===== src/rtl/xge_wb_pkg.sv =====
`default_nettype none
// ============================================================================
// Module   : xge_wb_pkg
// Purpose  : Shared types and xge_mac register map for the Wishbone config master
// Revision : 1.0 - initial release
// ============================================================================
package xge_wb_pkg;

    typedef enum logic [1:0] {
        IDLE = 2'd0,
        BUS  = 2'd1,
        RESP = 2'd2
    } wb_mst_state_t;

    // xge_mac register slave address map
    localparam logic [7:0] XGE_ADR_CONFIG0     = 8'h00;
    localparam logic [7:0] XGE_ADR_INT_PENDING = 8'h08;
    localparam logic [7:0] XGE_ADR_INT_STATUS  = 8'h0C;
    localparam logic [7:0] XGE_ADR_INT_MASK    = 8'h10;

endpackage
`default_nettype wire


===== src/rtl/xge_wb_cfg_master.sv =====
`default_nettype none
// ============================================================================
// Module   : xge_wb_cfg_master
// Purpose  : Wishbone classic single-transfer master with bus timeout and
//            sticky interrupt capture for the xge_mac register slave
// Revision : 1.0 - initial release
// ============================================================================
module xge_wb_cfg_master #(
    parameter int ADR_W          = 8,
    parameter int DAT_W          = 32,
    parameter int TIMEOUT_CYCLES = 64
) (
    input  logic             wb_clk_i,
    input  logic             wb_rst_i,
    input  logic             cmd_valid,
    output logic             cmd_ready,
    input  logic             cmd_we,
    input  logic [ADR_W-1:0] cmd_adr,
    input  logic [DAT_W-1:0] cmd_dat,
    output logic             rsp_valid,
    input  logic             rsp_ready,
    output logic [DAT_W-1:0] rsp_dat,
    output logic             rsp_err,
    output logic             wb_cyc_o,
    output logic             wb_stb_o,
    output logic             wb_we_o,
    output logic [ADR_W-1:0] wb_adr_o,
    output logic [DAT_W-1:0] wb_dat_o,
    input  logic [DAT_W-1:0] wb_dat_i,
    input  logic             wb_ack_i,
    input  logic             wb_int_i,
    output logic             irq_pending,
    input  logic             irq_clr
);
    import xge_wb_pkg::*;

    localparam int                 c_CNT_W    = (TIMEOUT_CYCLES > 2) ? $clog2(TIMEOUT_CYCLES) : 1;
    localparam logic [c_CNT_W-1:0] c_CNT_LAST = c_CNT_W'(TIMEOUT_CYCLES - 1);

    wb_mst_state_t      r_state;
    wb_mst_state_t      w_state_nxt;
    logic [c_CNT_W-1:0] r_cnt;
    logic               r_cyc;
    logic               r_we;
    logic [ADR_W-1:0]   r_adr;
    logic [DAT_W-1:0]   r_dat_o;
    logic               r_rsp_valid;
    logic [DAT_W-1:0]   r_rsp_dat;
    logic               r_rsp_err;
    logic               r_irq;
    logic               r_int_d;

    logic               w_accept;
    logic               w_ack;
    logic               w_timeout;
    logic               w_rsp_hs;

    always_comb begin
        w_state_nxt = r_state;
        w_accept    = 1'b0;
        w_ack       = 1'b0;
        w_timeout   = 1'b0;
        w_rsp_hs    = 1'b0;
        case (r_state)
            IDLE: begin
                w_accept = cmd_valid;
                if (cmd_valid) w_state_nxt = BUS;
            end
            BUS: begin
                // ack has priority over an expiring timeout in the same cycle
                w_ack     = wb_ack_i;
                w_timeout = !wb_ack_i && (r_cnt == c_CNT_LAST);
                if (wb_ack_i || w_timeout) w_state_nxt = RESP;
            end
            RESP: begin
                w_rsp_hs = rsp_ready;
                if (rsp_ready) w_state_nxt = IDLE;
            end
            default: w_state_nxt = IDLE;
        endcase
    end

    always_ff @(posedge wb_clk_i) begin
        if (wb_rst_i) r_state <= IDLE;
        else          r_state <= w_state_nxt;
    end

    always_ff @(posedge wb_clk_i) begin
        if (wb_rst_i) begin
            r_cnt       <= '0;
            r_cyc       <= 1'b0;
            r_we        <= 1'b0;
            r_adr       <= '0;
            r_dat_o     <= '0;
            r_rsp_valid <= 1'b0;
            r_rsp_dat   <= '0;
            r_rsp_err   <= 1'b0;
        end else begin
            if (w_accept) begin
                r_cyc   <= 1'b1;
                r_we    <= cmd_we;
                r_adr   <= cmd_adr;
                r_dat_o <= cmd_dat;
            end
            if (w_ack || w_timeout) begin
                r_cyc       <= 1'b0;
                r_we        <= 1'b0;
                r_rsp_valid <= 1'b1;
                r_rsp_err   <= w_timeout;
                r_rsp_dat   <= (w_ack && !r_we) ? wb_dat_i : '0;
            end
            if (r_state == BUS && !w_ack && !w_timeout) r_cnt <= r_cnt + 1'b1;
            if (w_rsp_hs) begin
                r_rsp_valid <= 1'b0;
                r_cnt       <= '0;
            end
        end
    end

    // Rising-edge detect: a level held high after a clear does not re-arm
    always_ff @(posedge wb_clk_i) begin
        if (wb_rst_i) begin
            r_int_d <= 1'b0;
            r_irq   <= 1'b0;
        end else begin
            r_int_d <= wb_int_i;
            if (wb_int_i && !r_int_d) r_irq <= 1'b1;
            else if (irq_clr)         r_irq <= 1'b0;
        end
    end

    assign cmd_ready   = (r_state == IDLE);
    assign wb_cyc_o    = r_cyc;
    assign wb_stb_o    = r_cyc;
    assign wb_we_o     = r_we;
    assign wb_adr_o    = r_adr;
    assign wb_dat_o    = r_dat_o;
    assign rsp_valid   = r_rsp_valid;
    assign rsp_dat     = r_rsp_dat;
    assign rsp_err     = r_rsp_err;
    assign irq_pending = r_irq;

endmodule
`default_nettype wire


===== config.mk =====
export PLATFORM = sky130hd
export DESIGN_NAME = xge_wb_cfg_master
export DESIGN_NICKNAME = d
export VERILOG_FILES = /design/src/rtl/xge_wb_pkg.sv /design/src/rtl/xge_wb_cfg_master.sv
export SDC_FILE = /design/constraint.sdc
export NUM_CORES = 1
export LEC_CHECK = 0
export CAP_MARGIN = 20
export CORE_ASPECT_RATIO = 0.75
export CORE_MARGIN = 2
export CORE_UTILIZATION = 36
export DETAILED_ROUTE_END_ITERATION = 7
export PLACE_DENSITY = 0.79
export SLEW_MARGIN = 20
export SYNTH_ARGS = -nofsm -noshare
export SYNTH_HDL_FRONTEND = slang
export SYNTH_SLANG_ARGS = --single-unit

===== constraint.sdc =====
create_clock -name wb_clk_i -period 1.7 [get_ports wb_clk_i]
set_input_delay 0.51 -clock wb_clk_i [delete_from_list [all_inputs] [get_ports wb_clk_i]]
set_output_delay 0.51 -clock wb_clk_i [all_outputs]
set_load 0.05 [all_outputs]

# ---- Yosys cells after proc, flatten, opt, wreduce, memory -nomap -nowiden
# Index checks and enable logic that the tools add are counted.
dict set report totals {
  regBits 86
  word_cells 46
  output_inout_bits 79
  in_bits 80
}
dict set report classes {
  n_eq_ne 6
  muxes 11
  addsub 1
  reduce_logical 17
}
# op n
set op_table {}
lappend op_table {{two-way mux 32 bit} 1}
lappend op_table {{adder 6 x 1 -> 6 bit (second input constant)} 1}
lappend op_table {{== test 6 bit (second input constant)} 1}
lappend op_table {{two-way mux 1 bit} 6}
lappend op_table {{two-way mux 2 bit} 3}
lappend op_table {{inequality test 2 bit (second input constant)} 3}
lappend op_table {{case mux 2 bit (3 select lines)} 1}
lappend op_table {{logical AND 1 bit} 5}
lappend op_table {{logical NOT 1 bit} 5}
lappend op_table {{OR reduction 2 bit} 2}
lappend op_table {{AND reduction 3 bit} 1}
lappend op_table {{== test 2 x 1 -> 1 bit (second input constant)} 1}
lappend op_table {{== test 2 bit (second input constant)} 1}
lappend op_table {{logical NOT 2 bit} 1}
lappend op_table {{logical OR 1 bit} 2}
lappend op_table {{nonzero test 2 bit} 1}

# ---- Longest topological paths before layout
dict set report logic_depth {
  ltp_word 5
  mapped_depth 6
  ltp_nobuf 4
}

# ---- Worst setup path before layout
# OpenSTA, ideal clock, no wires.
dict set report synth_path {
  kind {reg2out}
  from {register r_state[1]}
  to {output port cmd_ready}
  path_slack_ps 75
  required_time_ps 1190
  n_path_buf 1
  stages_incl_launch_ff 3
  arrival_time_ps 1115
  cell_sequence {dfxtp_1 -> buf_4 -> nor2_1}
}
dict set report synth_via {
  elab_chain_len 1
}
# item line_no
set synth_rtl {}
lappend synth_rtl {{start, declared} xge_wb_cfg_master.sv:40} ;# wb_mst_state_t r_state;
lappend synth_rtl {{start signal, assigned} xge_wb_cfg_master.sv:85} ;# else r_state <= w_state_nxt;
lappend synth_rtl {{logical NOT 2 bit} xge_wb_cfg_master.sv:132} ;# assign cmd_ready = (r_state == IDLE);
lappend synth_rtl {{end, declared} xge_wb_cfg_master.sv:16} ;# output logic cmd_ready,
# No other way between the ends.

# ---- Final worst setup path
dict set report layout_path {
  from {register r_state[0]}
  to {output port cmd_ready}
}
# Same word-level chain as after synthesis.

==> impl_metrics.env <==
export IMPL_die_w_um=111
export IMPL_gp_congestion=0.801
export IMPL_place_inst=530
export IMPL_antenna_cells=0
export IMPL_wirelength_um=9480
export IMPL_ctsRootBufferMaster="clkbuf_16"
export IMPL_synth_most_common_cell="dfxtp_1"
export IMPL_finalCritPeriodShare=0.955
export IMPL_cts_buffer_depth=2
export IMPL_r2r_start="r_cnt[0]$_SDFFE_PP0P_"
export IMPL_clk_pin_slew_worst_paths_ns=0.06
export IMPL_grt_overflow_total=0
export IMPL_synth_area_leader_cell="dfxtp_1"
export IMPL_slew_headroom=0.725
export IMPL_num_vias=2702
export IMPL_holdCritPathClass="reg2reg"
export IMPL_synth_seq_cells=86
export IMPL_drt_iter0_drc=176
export IMPL_syn_inst=272
export IMPL_crit_slowest_cell="dfxtp_1"
export IMPL_p_clk_frac=0.352
export IMPL_drc_errors=0
export IMPL_min_from="r_cnt[5]$_SDFFE_PP0P_"
export IMPL_antenna_found_initial=0
export IMPL_crit_chain="nor2_2, buf_12"
export IMPL_seq_area_frac_synth=0.557
export IMPL_fmax_ghz=0.616
export IMPL_switching_share=0.278
export IMPL_setup_violations=0
export IMPL_cpPeakStageDelay_ns=0.52
export IMPL_start_util=0.369
export IMPL_grt_max_degree=35
export IMPL_cts_sinks=86
export IMPL_post_layout_nonfiller_instances=546
export IMPL_p_leak_nw=2.38
export IMPL_p_sw_mw=1.55
export IMPL_area_growth_syn_to_layout_pct=92.6
export IMPL_placed_area_mm2=0.00562
export IMPL_design_area_mm2=0.00595
export IMPL_powerDensity_mw_per_mm2=936
export IMPL_synth_distinct_cells=37
export IMPL_grt_pass1_wl_um=14900
export IMPL_io_pin_count=159
export IMPL_whs_ns=0.488
export IMPL_rows=29
export IMPL_layout_setup_ws_ns=0.0765
export IMPL_synth_common_cells="dfxtp_1 (86), mux2i_1 (44), nor2_1 (43), a22o_1 (32)"
export IMPL_ctsHoldBuffers=0
export IMPL_status="finished, final reports clean"
export IMPL_p_int_mw=4.03
export IMPL_ys_top_cells_by_area="dfxtp_1 (56%), mux2i_1 (14%), a22o_1 (9.1%), nor2_1 (5.2%), buf_4 (1.7%)"
export IMPL_tns_ns=0
export IMPL_peakVddDrop_v=0.000822
export IMPL_postRouteAntennaNets=0
export IMPL_netlist_area_leader_share=0.557
export IMPL_finalClockSkew_ns=0.00685
export IMPL_synth_area_mm2=0.00309
export IMPL_crit_start="r_state[0]$_SDFFE_PP0P_"
export IMPL_fillers=594
export IMPL_dp_slack_ns=-0.267
export IMPL_synth_edff_count=0
export IMPL_cp_end_kind="output pin"
export IMPL_p_comb_frac=0.243
export IMPL_drive_gt1_frac=0.272
export IMPL_maxSlewViolCount=0
export IMPL_worst_pin_slew_ns=0.411
export IMPL_crit_type="reg2out"
export IMPL_first_pass_iters=4
export IMPL_viasPerCell=4.95
export IMPL_clock_latency_ns=0.33
export IMPL_async_flop_share=0
export IMPL_numCtsBuffers=9
export IMPL_cp_arrival_ns=1.11
export IMPL_rsz0062_at_grt="false"
export IMPL_post_route_util=0.710
export IMPL_first_global_vias=2834
export IMPL_synthFlopType="dfxtp_1"
export IMPL_crit_required_ns=1.19
export IMPL_cts_resized=1
export IMPL_die_h_um=84.3
export IMPL_portBuffers=158
export IMPL_crit_path_max_fanout=9
export IMPL_fin_nets=514
export IMPL_htree_levels=3
export IMPL_wl_per_cell_um=17.4
export IMPL_die_area_mm2=0.00935
export IMPL_grtUsageTotal=0.203
export IMPL_cp_start_kind="flip-flop"
export IMPL_cap_violations=0
export IMPL_dpl_hpwl_um=7100
export IMPL_cts_setup_buffers=0
export IMPL_synthesis_nets=353
export IMPL_core_area_mm2=0.00838
export IMPL_seq_power_share=0.404
export IMPL_cts_tree="done"
export IMPL_yosys_warnings=0
export IMPL_min_period_ns=1.62
export IMPL_avgSynthCellArea_um2=11.4
export IMPL_finalPower_mw=5.58
export IMPL_hold_viol_final=0
[worst max-delay path, delay by kind of cell, from the launching register on]
kind          cells  cell delay (ns)
flops             1             0.52
simple gates      1             0.11
buf+inv           1             0.16
[cells in the final DEF, fill, tap and decap left out, types with 2 or more instances in the layout]
cell type / n
nor2_1: 42
and2b_1: 2
a22o_1: 32
a31oi_1: 3
dfxtp_1: 85
a211oi_1: 3
nand3_1: 5
buf_12: 84
nand3b_1: 3
nand2b_1: 3
buf_4: 8
clkdlybuf4s50_1: 78
clkinvlp_4: 2
inv_1: 2
clkbuf_16: 9
mux2i_1: 43
nand2_1: 2
o21a_1: 2
[state kept, by name (all words and copies together), names as in the netlist]
register     count
wb_dat_o        32
rsp_valid        1
r_state          2
irq_pending      1
rsp_dat         32
rsp_err          1
r_int_d          1
r_cnt            6
wb_adr_o         8
wb_cyc_o         1
wb_we_o          1
[cells by family (layout without fill, tap and decap cells)]
group / after synthesis / after routing / synth area share
DFF: 86 / 86 / 0.557
muxes: 44 / 44 / 0.142
buffers and inverters: 24 / 190 / 0.0478
AOI/OAI and AO/OA: 48 / 48 / 0.134
adders and majority gates: 1 / 1 / 0.00405
and+or+nand+nor: 69 / 69 / 0.115
[power by group through the flow]
stage	logic, mW	registers [mW]	clock network, mW
CTS	1.36	2.25	2.01
finish	1.36	2.25	1.97
detailed placement	1.35	2.30	0
global route	1.41	2.27	2.11
floorplan	0.294	2.58	0
global placement	1.32	2.29	0
[final cells by class]
class                   instances  area (um2)  area share
well taps                     108         135      0.0227
flip-flops and latches         86        1720       0.289
multi-input cells             162        1250       0.211
clock inverters                 5        58.8     0.00988
clock buffers                  11         243      0.0408
inverters                       3        11.3     0.00189
repair buffers                171        2530       0.425
[final timing paths]
check                                   to  slack, ns  cells after the start
setup / recovery                 cmd_ready       0.08                      2
hold reg to reg      r_cnt[5]$_SDFFE_PP0P_       0.49                      1
setup reg to reg  rsp_dat[26]$_SDFFE_PP0P_       0.15                      5
hold / removal       r_cnt[5]$_SDFFE_PP0P_       0.49                      1
[per-layer routing]
layer,GRT usage,wire (um),up-vias
li1,-,-,1295
met1,0.239,3880,1241
met2,0.331,4350,154
met3,0.101,1110,12
met4,0.0595,140,0
met5,0,0,-
Power figures use the tool's default switching activity.
